$ cat config.mk
export PLATFORM = sky130hd
export DESIGN_NAME = score_display_ctrl_flat
export DESIGN_NICKNAME = d
export VERILOG_FILES = /design/src/rtl/score_display_ctrl_if.sv /design/src/rtl/score_display_ctrl.sv /design/src/flat_wrapper.sv
export SDC_FILE = /design/constraint.sdc
export NUM_CORES = 1
export LEC_CHECK = 0
export ABC_AREA = 1
export BUFFER_PORTS_ARGS = -buffer_cell sky130_fd_sc_hd__buf_2
export CORE_MARGIN = 1
export CORE_UTILIZATION = 53
export DETAILED_ROUTE_END_ITERATION = 8
export PLACE_DENSITY = 0.74
export SETUP_SLACK_MARGIN = 0.02
export SLEW_MARGIN = 20
export SYNTH_ARGS = -nofsm -noshare
export SYNTH_HDL_FRONTEND = slang
export SYNTH_SLANG_ARGS = --single-unit
export TNS_END_PERCENT = 100
$ cat constraint.sdc
create_clock -name clk -period 4 [get_ports clk]
set_input_delay 0.8 -clock clk [delete_from_list [all_inputs] [get_ports clk]]
set_output_delay 0.8 -clock clk [all_outputs]
set_load 0.02 [all_outputs]
$ cat src/rtl/score_display_ctrl_if.sv
// Bundle of game counters in and seven-segment mux data out for score_display_ctrl.
interface score_display_ctrl_if #(
    parameter int unsigned IN_W = 14
);
    logic [IN_W-1:0] score;
    logic [IN_W-1:0] lines;
    logic [IN_W-1:0] level;
    logic            hold;
    logic [15:0]     value;
    logic [1:0]      page_sel;
    logic            busy;

    // Game logic / testbench side: supplies counters and hold, observes the display.
    modport master (
        output score, lines, level, hold,
        input  value, page_sel, busy
    );

    // Display controller side.
    modport slave (
        input  score, lines, level, hold,
        output value, page_sel, busy
    );
endinterface

$ cat src/rtl/score_display_ctrl.sv
// Display sequencer for a 4-digit seven-segment mux. Rotates through score/lines/level on a
// page timer, converts the selected counter to BCD with a serial double-dabble engine and
// commits a leading-zero-blanked result atomically.
module score_display_ctrl #(
    parameter int unsigned PAGE_TICKS = 100_000_000,
    parameter int unsigned IN_W       = 14,
    parameter bit          BLANK_LZ   = 1'b1
) (
    input logic                 clk,
    input logic                 reset,
    score_display_ctrl_if.slave bus_io
);

    localparam int unsigned TimerW = (PAGE_TICKS > 1) ? $clog2(PAGE_TICKS) : 1;
    localparam int unsigned CntW   = $clog2(IN_W + 1);
    localparam int unsigned SatMax = 9999;

    typedef enum logic [1:0] {StIdle, StLoad, StShift, StCommit} state_e;

    state_e          state_q, state_d;
    logic [TimerW-1:0] timer_q, timer_d;
    logic [1:0]      page_q, page_d;
    logic            page_adv;

    logic [1:0]      cap_page_q, cap_page_d;
    logic [IN_W-1:0] cap_bin_q, cap_bin_d;
    logic            valid_q, valid_d;
    logic [15:0]     acc_q, acc_d;
    logic [IN_W-1:0] bin_q, bin_d;
    logic [CntW-1:0] cnt_q, cnt_d;
    logic [15:0]     value_q, value_d;

    logic [IN_W-1:0] src_raw;
    logic [IN_W-1:0] src_sat;
    logic            req;
    logic [15:0]     acc_adj;

    // Add 3 to every BCD nibble that is 5 or more, ahead of the shift.
    function automatic logic [15:0] dabble_adjust(input logic [15:0] a);
        logic [15:0] r;
        r = a;
        for (int i = 0; i < 4; i++) begin
            if (a[i*4 +: 4] >= 4'd5) begin
                r[i*4 +: 4] = a[i*4 +: 4] + 4'd3;
            end
        end
        return r;
    endfunction

    // Replace leading zero digits with blank (4'hF); the rightmost digit always shows.
    function automatic logic [15:0] blank_lz(input logic [15:0] a);
        logic [15:0] r;
        logic        lead;
        r    = a;
        lead = BLANK_LZ;
        for (int i = 3; i >= 1; i--) begin
            if (lead && (a[i*4 +: 4] == 4'd0)) begin
                r[i*4 +: 4] = 4'hF;
            end else begin
                lead = 1'b0;
            end
        end
        return r;
    endfunction

    // Page timer and page rotation; hold freezes both.
    always_comb begin
        page_adv = !bus_io.hold && (timer_q == TimerW'(PAGE_TICKS - 1));
        timer_d  = timer_q;
        page_d   = page_q;
        if (!bus_io.hold) begin
            timer_d = page_adv ? '0 : timer_q + 1'b1;
        end
        if (page_adv) begin
            page_d = (page_q == 2'd2) ? 2'd0 : page_q + 2'd1;
        end
    end

    // Select the shown counter, saturate to four digits and decide whether it needs converting.
    always_comb begin
        case (page_q)
            2'd1:    src_raw = bus_io.lines;
            2'd2:    src_raw = bus_io.level;
            default: src_raw = bus_io.score;
        endcase
        if (32'(src_raw) > SatMax) begin
            src_sat = IN_W'(SatMax);
        end else begin
            src_sat = src_raw;
        end
        req = !valid_q || (page_q != cap_page_q) || (src_sat != cap_bin_q);
    end

    // FSM state register.
    always_ff @(posedge clk) begin
        if (reset) begin
            state_q <= StIdle;
        end else begin
            state_q <= state_d;
        end
    end

    // FSM next-state logic.
    always_comb begin
        state_d = state_q;
        unique case (state_q)
            StIdle:   if (req) state_d = StLoad;
            StLoad:   state_d = StShift;
            StShift:  if (cnt_q == CntW'(1)) state_d = StCommit;
            StCommit: state_d = StIdle;
        endcase
    end

    // Conversion datapath next-state, steered by the FSM state.
    always_comb begin
        cap_page_d = cap_page_q;
        cap_bin_d  = cap_bin_q;
        valid_d    = valid_q;
        acc_d      = acc_q;
        bin_d      = bin_q;
        cnt_d      = cnt_q;
        value_d    = value_q;
        acc_adj    = dabble_adjust(acc_q);
        unique case (state_q)
            StIdle: ;
            StLoad: begin
                cap_page_d = page_q;
                cap_bin_d  = src_sat;
                bin_d      = src_sat;
                acc_d      = '0;
                cnt_d      = CntW'(IN_W);
            end
            StShift: begin
                {acc_d, bin_d} = {acc_adj[14:0], bin_q, 1'b0};
                cnt_d          = cnt_q - 1'b1;
            end
            StCommit: begin
                // A page change during (or on the edge ending) the conversion makes the result
                // stale; drop it so the IDLE compare reconverts for the new page.
                if ((cap_page_q == page_q) && !page_adv) begin
                    value_d = blank_lz(acc_q);
                    valid_d = 1'b1;
                end
            end
        endcase
    end

    // Timer, page and datapath registers; reset forces a fresh conversion afterwards.
    always_ff @(posedge clk) begin
        if (reset) begin
            timer_q    <= '0;
            page_q     <= 2'd0;
            cap_page_q <= 2'd0;
            cap_bin_q  <= '0;
            valid_q    <= 1'b0;
            acc_q      <= '0;
            bin_q      <= '0;
            cnt_q      <= '0;
            value_q    <= 16'hFFFF;
        end else begin
            timer_q    <= timer_d;
            page_q     <= page_d;
            cap_page_q <= cap_page_d;
            cap_bin_q  <= cap_bin_d;
            valid_q    <= valid_d;
            acc_q      <= acc_d;
            bin_q      <= bin_d;
            cnt_q      <= cnt_d;
            value_q    <= value_d;
        end
    end

    // Outputs: value only ever changes at COMMIT, so the mux never sees partial results.
    always_comb begin
        bus_io.value    = value_q;
        bus_io.page_sel = page_q;
        bus_io.busy     = (state_q != StIdle);
    end

endmodule

$ cat src/flat_wrapper.sv
// flat-port wrapper written by rule: the top's interface ports become plain ports
module score_display_ctrl_flat 
#(
    parameter int unsigned PAGE_TICKS = 100_000_000,
    parameter int unsigned IN_W       = 14,
    parameter bit          BLANK_LZ   = 1'b1
)
  (clk, reset, bus_io_score, bus_io_lines, bus_io_level, bus_io_hold, bus_io_value, bus_io_page_sel, bus_io_busy);
  score_display_ctrl_if #(.IN_W(IN_W)) bus_io_i ();
  input logic clk;
  input logic reset;
  input wire logic [$bits(bus_io_i.score)-1:0] bus_io_score;
  input wire logic [$bits(bus_io_i.lines)-1:0] bus_io_lines;
  input wire logic [$bits(bus_io_i.level)-1:0] bus_io_level;
  input wire logic [$bits(bus_io_i.hold)-1:0] bus_io_hold;
  output wire logic [$bits(bus_io_i.value)-1:0] bus_io_value;
  output wire logic [$bits(bus_io_i.page_sel)-1:0] bus_io_page_sel;
  output wire logic [$bits(bus_io_i.busy)-1:0] bus_io_busy;
  assign bus_io_i.score = bus_io_score;
  assign bus_io_i.lines = bus_io_lines;
  assign bus_io_i.level = bus_io_level;
  assign bus_io_i.hold = bus_io_hold;
  assign bus_io_value = bus_io_i.value;
  assign bus_io_page_sel = bus_io_i.page_sel;
  assign bus_io_busy = bus_io_i.busy;
  score_display_ctrl #(.PAGE_TICKS(PAGE_TICKS), .IN_W(IN_W), .BLANK_LZ(BLANK_LZ)) u_core (.clk(clk), .reset(reset), .bus_io(bus_io_i));
endmodule
==> summary.txt <==
Run status
  • Status: finished clean

STA
  • Post-route clock period utilization: 78.0%
  • F_max: 320 MHz
  • Slew headroom: 52.1%
  • Tightest Pin Transition: 0.717 ns
  • Final Slew Violations: 0
  • Final critical-path required period: 3.12 ns
  • Final Skew: 0.0144 ns
  • Final setup viols: 0
  • Setup TNS: 0 ns
  • Fin Hold WS: 0.457 ns
  • Setup repair after global routing missed its margin: false
  • Final hold violation count: 0

Place
  • Dpl cell area: 0.00554 sq mm
  • IO Port Bufs: 63
  • Placed wire-length estimate: 8200 microns
  • RePlAce Congestion: 0.895
  • Placed cells: 913

Synthesis
  • Synth Instances: 746
  • Flop and latch count out of synthesis: 98
  • Sequential element share of the synthesized area: 37.8%
  • Post-synth design cell area: 0.00519 sq mm
  • Count of different cell masters after synthesis: 42
  • Number of nets in the synthesized netlist: 812
  • Average cell area after synthesis: 6.96 sq um
  • YS warnings: 0

Setup path
  • Slowest CP cell: sky130_fd_sc_hd__ha_1
  • CP bufs+invs: 2
  • Startpoint kind of the worst setup timing path: register
  • Kind of critical path: register to register
  • Crit path arrival time: 3.37 ns
  • Crit. End Element: register
  • Required time at the endpoint of the critical path: 4.25 ns
  • Gate family responsible for the most delay along the worst path: simple AND/OR/NAND/NOR gates
  • Library cell appearing most often on the critical path: sky130_fd_sc_hd__nand2_1
  • Critical path peak fanout: 26
  • Worst stage delay on the critical path: 0.71 ns
  • Cell breakdown of the critical path: inv_1 > ha_1 > inv_4 > a21oi_1 > a21oi_2 > nor2_1 > nand2_2 > nand2_4 > nand2_1 > nand2_1 > nand2_1 > nor2_1 > nand2_1 > nor2_2 > nand2_2 > a21oi_1 > nor2_1

Global route
  • Global-route usage over all layers: 23.9%
  • Pin count of the biggest net entering global routing: 56
  • Antenna violations before repair: 0
  • Final global-route overflow total: 0
  • Global-route wire length before repair: 19700 microns
  • Number of global-route vias before repair: 4441

Detailed routing
  • Via density per instance: 5.26
  • Average wire per cell in the routed design: 12.3 microns
  • Total wire length after detailed routing: 11400 microns
  • Violation count after the first detailed-routing iteration: 216
  • Number of detailed-route iterations in the first pass: 5
  • Number of design rule violations left after detail routing: 0
  • Total number of vias: 4884
  • Antenna violation net count after detailed routing: 0

Power
  • Internal portion of total power: 1.81 mW
  • Highest ir drop seen on vdd: 0.197 mV
  • Portion of total power attributed to sequential cells: 44.6%
  • NetSw: 0.972 mW
  • Gate power share: 30.2%
  • Fraction of power consumed by the clock network: 25.2%
  • Power density relative to cell area: 483 mW/mm^2
  • Leakage power: 2.34 nW
  • Switching part of the total power: 34.9%

CTS
  • H-tree level count: 3
  • CTS Root Cell: sky130_fd_sc_hd__clkbuf_8
  • # resized after CTS: 0
  • Clock slew seen by the registers of the worst setup and hold paths: 0.09 ns
  • Later-pin clock latency in the skew report: 0.36 ns
  • Buffer depth of the longest clock path: 2
  • # hold bufs at CTS: 0
  • Num CTS Buffers: 9
  • Number of clock sinks: 98
  • Setup repair bufs after CTS: 0
  • TritonCTS clock tree: yes

Layout
  • Share of cells above drive strength 1: 12.6%
  • Filler cell count: 884
  • Final standard cell utilization of the core: 61.4%
  • Commonest non-fill, non-tap cell in the layout: sky130_fd_sc_hd__nand2_1
  • Number of nets in the finished design: 861
  • Area growth from synthesis to final layout: 10.8%
  • Most frequent cells in the layout: sky130_fd_sc_hd__nand2_1 (162), sky130_fd_sc_hd__dfxtp_1 (98), sky130_fd_sc_hd__inv_1 (97)
  • Post-route insts no fill: 928
  • Number of antenna cells inserted: 0
  • Fin area: 0.00576 sq mm

Floorplan
  • Die Ht: 101 microns
  • Horizontal extent of the die: 101 microns
  • Top Ports: 64
  • Core footprint: 0.00937 sq mm
  • Die Outline Area: 0.0102 sq mm
  • Row count: 35
  • Initial Utilization: 55.4%

Worst hold path
  • Worst hold path class: register to register

Job
  • Max Cap Viol: 0
-- cell type report --
type / count / area [sq um] / area share, %
tap: 129 / 161 / 2.80
timing repair buffer: 67 / 345 / 6.00
sequential: 98 / 1960 / 34.1
clock buffer: 11 / 141 / 2.46
multi-input combinational: 520 / 2700 / 46.8
inverter: 99 / 374 / 6.50
clock inverter: 4 / 76.3 / 1.33
-- metrics by stage --
stage / worst slack, ns / power [mW]
floorplan: 1.43 / 1.87
global placement: 1.13 / 2.09
detailed placement: 0.918 / 2.10
CTS: 0.895 / 2.79
global route: 0.509 / 2.97
finish: 0.878 / 2.78
-- logic make-up (layout without fill, tap and decap cells) --
logic type / count (synthesis) / after routing / synth area share (%)
compound gates: 185 / 185 / 19.8
xor+xnor: 7 / 7 / 1.18
fa+ha+maj: 21 / 21 / 5.06
buf+inv: 128 / 181 / 10.3
flops: 98 / 98 / 37.8
simple gates: 307 / 307 / 25.9
-- Yosys cell counts --
library cell	count	area share (%)
sky130_fd_sc_hd__a211oi_1	4	0.58
sky130_fd_sc_hd__a21oi_1	85	8.2
sky130_fd_sc_hd__a21oi_2	2	0.34
sky130_fd_sc_hd__a221o_1	3	0.58
sky130_fd_sc_hd__a221oi_1	3	0.51
sky130_fd_sc_hd__a2bb2oi_1	1	0.17
sky130_fd_sc_hd__a31oi_1	4	0.48
sky130_fd_sc_hd__and3_1	1	0.12
sky130_fd_sc_hd__buf_1	2	0.14
sky130_fd_sc_hd__buf_2	4	0.39
sky130_fd_sc_hd__buf_6	5	1.1
sky130_fd_sc_hd__buf_8	1	0.29
sky130_fd_sc_hd__clkbuf_1	17	1.2
sky130_fd_sc_hd__dfxtp_1	98	38
sky130_fd_sc_hd__ha_1	21	5.1
sky130_fd_sc_hd__inv_1	97	7.0
sky130_fd_sc_hd__inv_2	1	0.072
sky130_fd_sc_hd__inv_4	1	0.12
sky130_fd_sc_hd__nand2_1	162	12
sky130_fd_sc_hd__nand2_2	7	0.84
sky130_fd_sc_hd__nand2_4	3	0.65
sky130_fd_sc_hd__nand3_1	34	3.3
sky130_fd_sc_hd__nand3_2	2	0.39
sky130_fd_sc_hd__nand3b_1	4	0.58
sky130_fd_sc_hd__nand4_1	10	1.2
sky130_fd_sc_hd__nor2_1	57	4.1
sky130_fd_sc_hd__nor2_2	2	0.24
sky130_fd_sc_hd__nor3_1	12	1.2
sky130_fd_sc_hd__nor3b_1	1	0.14
sky130_fd_sc_hd__nor4_1	8	0.96
sky130_fd_sc_hd__o211ai_1	6	0.87
sky130_fd_sc_hd__o21a_1	6	0.87
sky130_fd_sc_hd__o21ai_0	59	5.7
sky130_fd_sc_hd__o21ai_1	1	0.096
sky130_fd_sc_hd__o21ai_2	1	0.17
sky130_fd_sc_hd__o22ai_1	9	1.1
sky130_fd_sc_hd__o31ai_1	1	0.14
sky130_fd_sc_hd__or2_1	2	0.24
sky130_fd_sc_hd__or2_2	1	0.12
sky130_fd_sc_hd__or4_1	1	0.14
sky130_fd_sc_hd__xnor2_1	3	0.51
sky130_fd_sc_hd__xor2_1	4	0.67
-- sequential cells by signal, summed over array words and instances, names as in the netlist --
register,count
u_core.cnt_q,4
u_core.bin_q,14
u_core.acc_q,16
u_core.bus_io.value,16
u_core.timer_q,27
u_core.valid_q,1
u_core.state_q,2
u_core.bus_io.page_sel,2
u_core.cap_bin_q,14
u_core.cap_page_q,2
-- worst register-to-register path, stage by stage (launching register included) --
cell	delay [ns]
sky130_fd_sc_hd__dfxtp_1	0.43
sky130_fd_sc_hd__inv_1	0.13
sky130_fd_sc_hd__ha_1	0.71
sky130_fd_sc_hd__inv_4	0.12
sky130_fd_sc_hd__a21oi_1	0.18
sky130_fd_sc_hd__a21oi_2	0.11
sky130_fd_sc_hd__nor2_1	0.14
sky130_fd_sc_hd__nand2_2	0.08
sky130_fd_sc_hd__nand2_4	0.25
sky130_fd_sc_hd__nand2_1	0.17
sky130_fd_sc_hd__nand2_1	0.09
sky130_fd_sc_hd__nand2_1	0.05
sky130_fd_sc_hd__nor2_1	0.10
sky130_fd_sc_hd__nand2_1	0.08
sky130_fd_sc_hd__nor2_2	0.09
sky130_fd_sc_hd__nand2_2	0.08
sky130_fd_sc_hd__a21oi_1	0.16
sky130_fd_sc_hd__nor2_1	0.06
-- final timing paths --
path / from / end / slack [ns] / cells past startpoint
hold reg to reg: u_core.bus_io.value[14]$_SDFFE_PP1P_ / u_core.bus_io.value[14]$_SDFFE_PP1P_ / 0.46 / 2
setup reg to reg: u_core.bus_io.page_sel[0]$_SDFFE_PP0P_ / u_core.state_q[1]$_SDFFE_PP0P_ / 0.88 / 17
setup / recovery: u_core.bus_io.page_sel[0]$_SDFFE_PP0P_ / u_core.state_q[1]$_SDFFE_PP0P_ / 0.88 / 17
hold / removal: u_core.bus_io.value[14]$_SDFFE_PP1P_ / u_core.bus_io.value[14]$_SDFFE_PP1P_ / 0.46 / 2
-- layer usage --
metal | GRT usage (%) | routed length [microns]
met2 | 39.1 | 5200
met3 | 2.84 | 443
met4 | 7.47 | 158
met5 | 0 | 0
met1 | 32.8 | 5630
-- power groups by stage --
stage / registers [mW] / clock network (mW) / logic, mW
CTS: 1.24 / 0.714 / 0.841
global route: 1.26 / 0.756 / 0.951
floorplan: 1.28 / 0 / 0.590
detailed placement: 1.26 / 0 / 0.837
finish: 1.24 / 0.700 / 0.840
global placement: 1.25 / 0 / 0.834
Note: power is estimated with default switching activity, not from simulation.
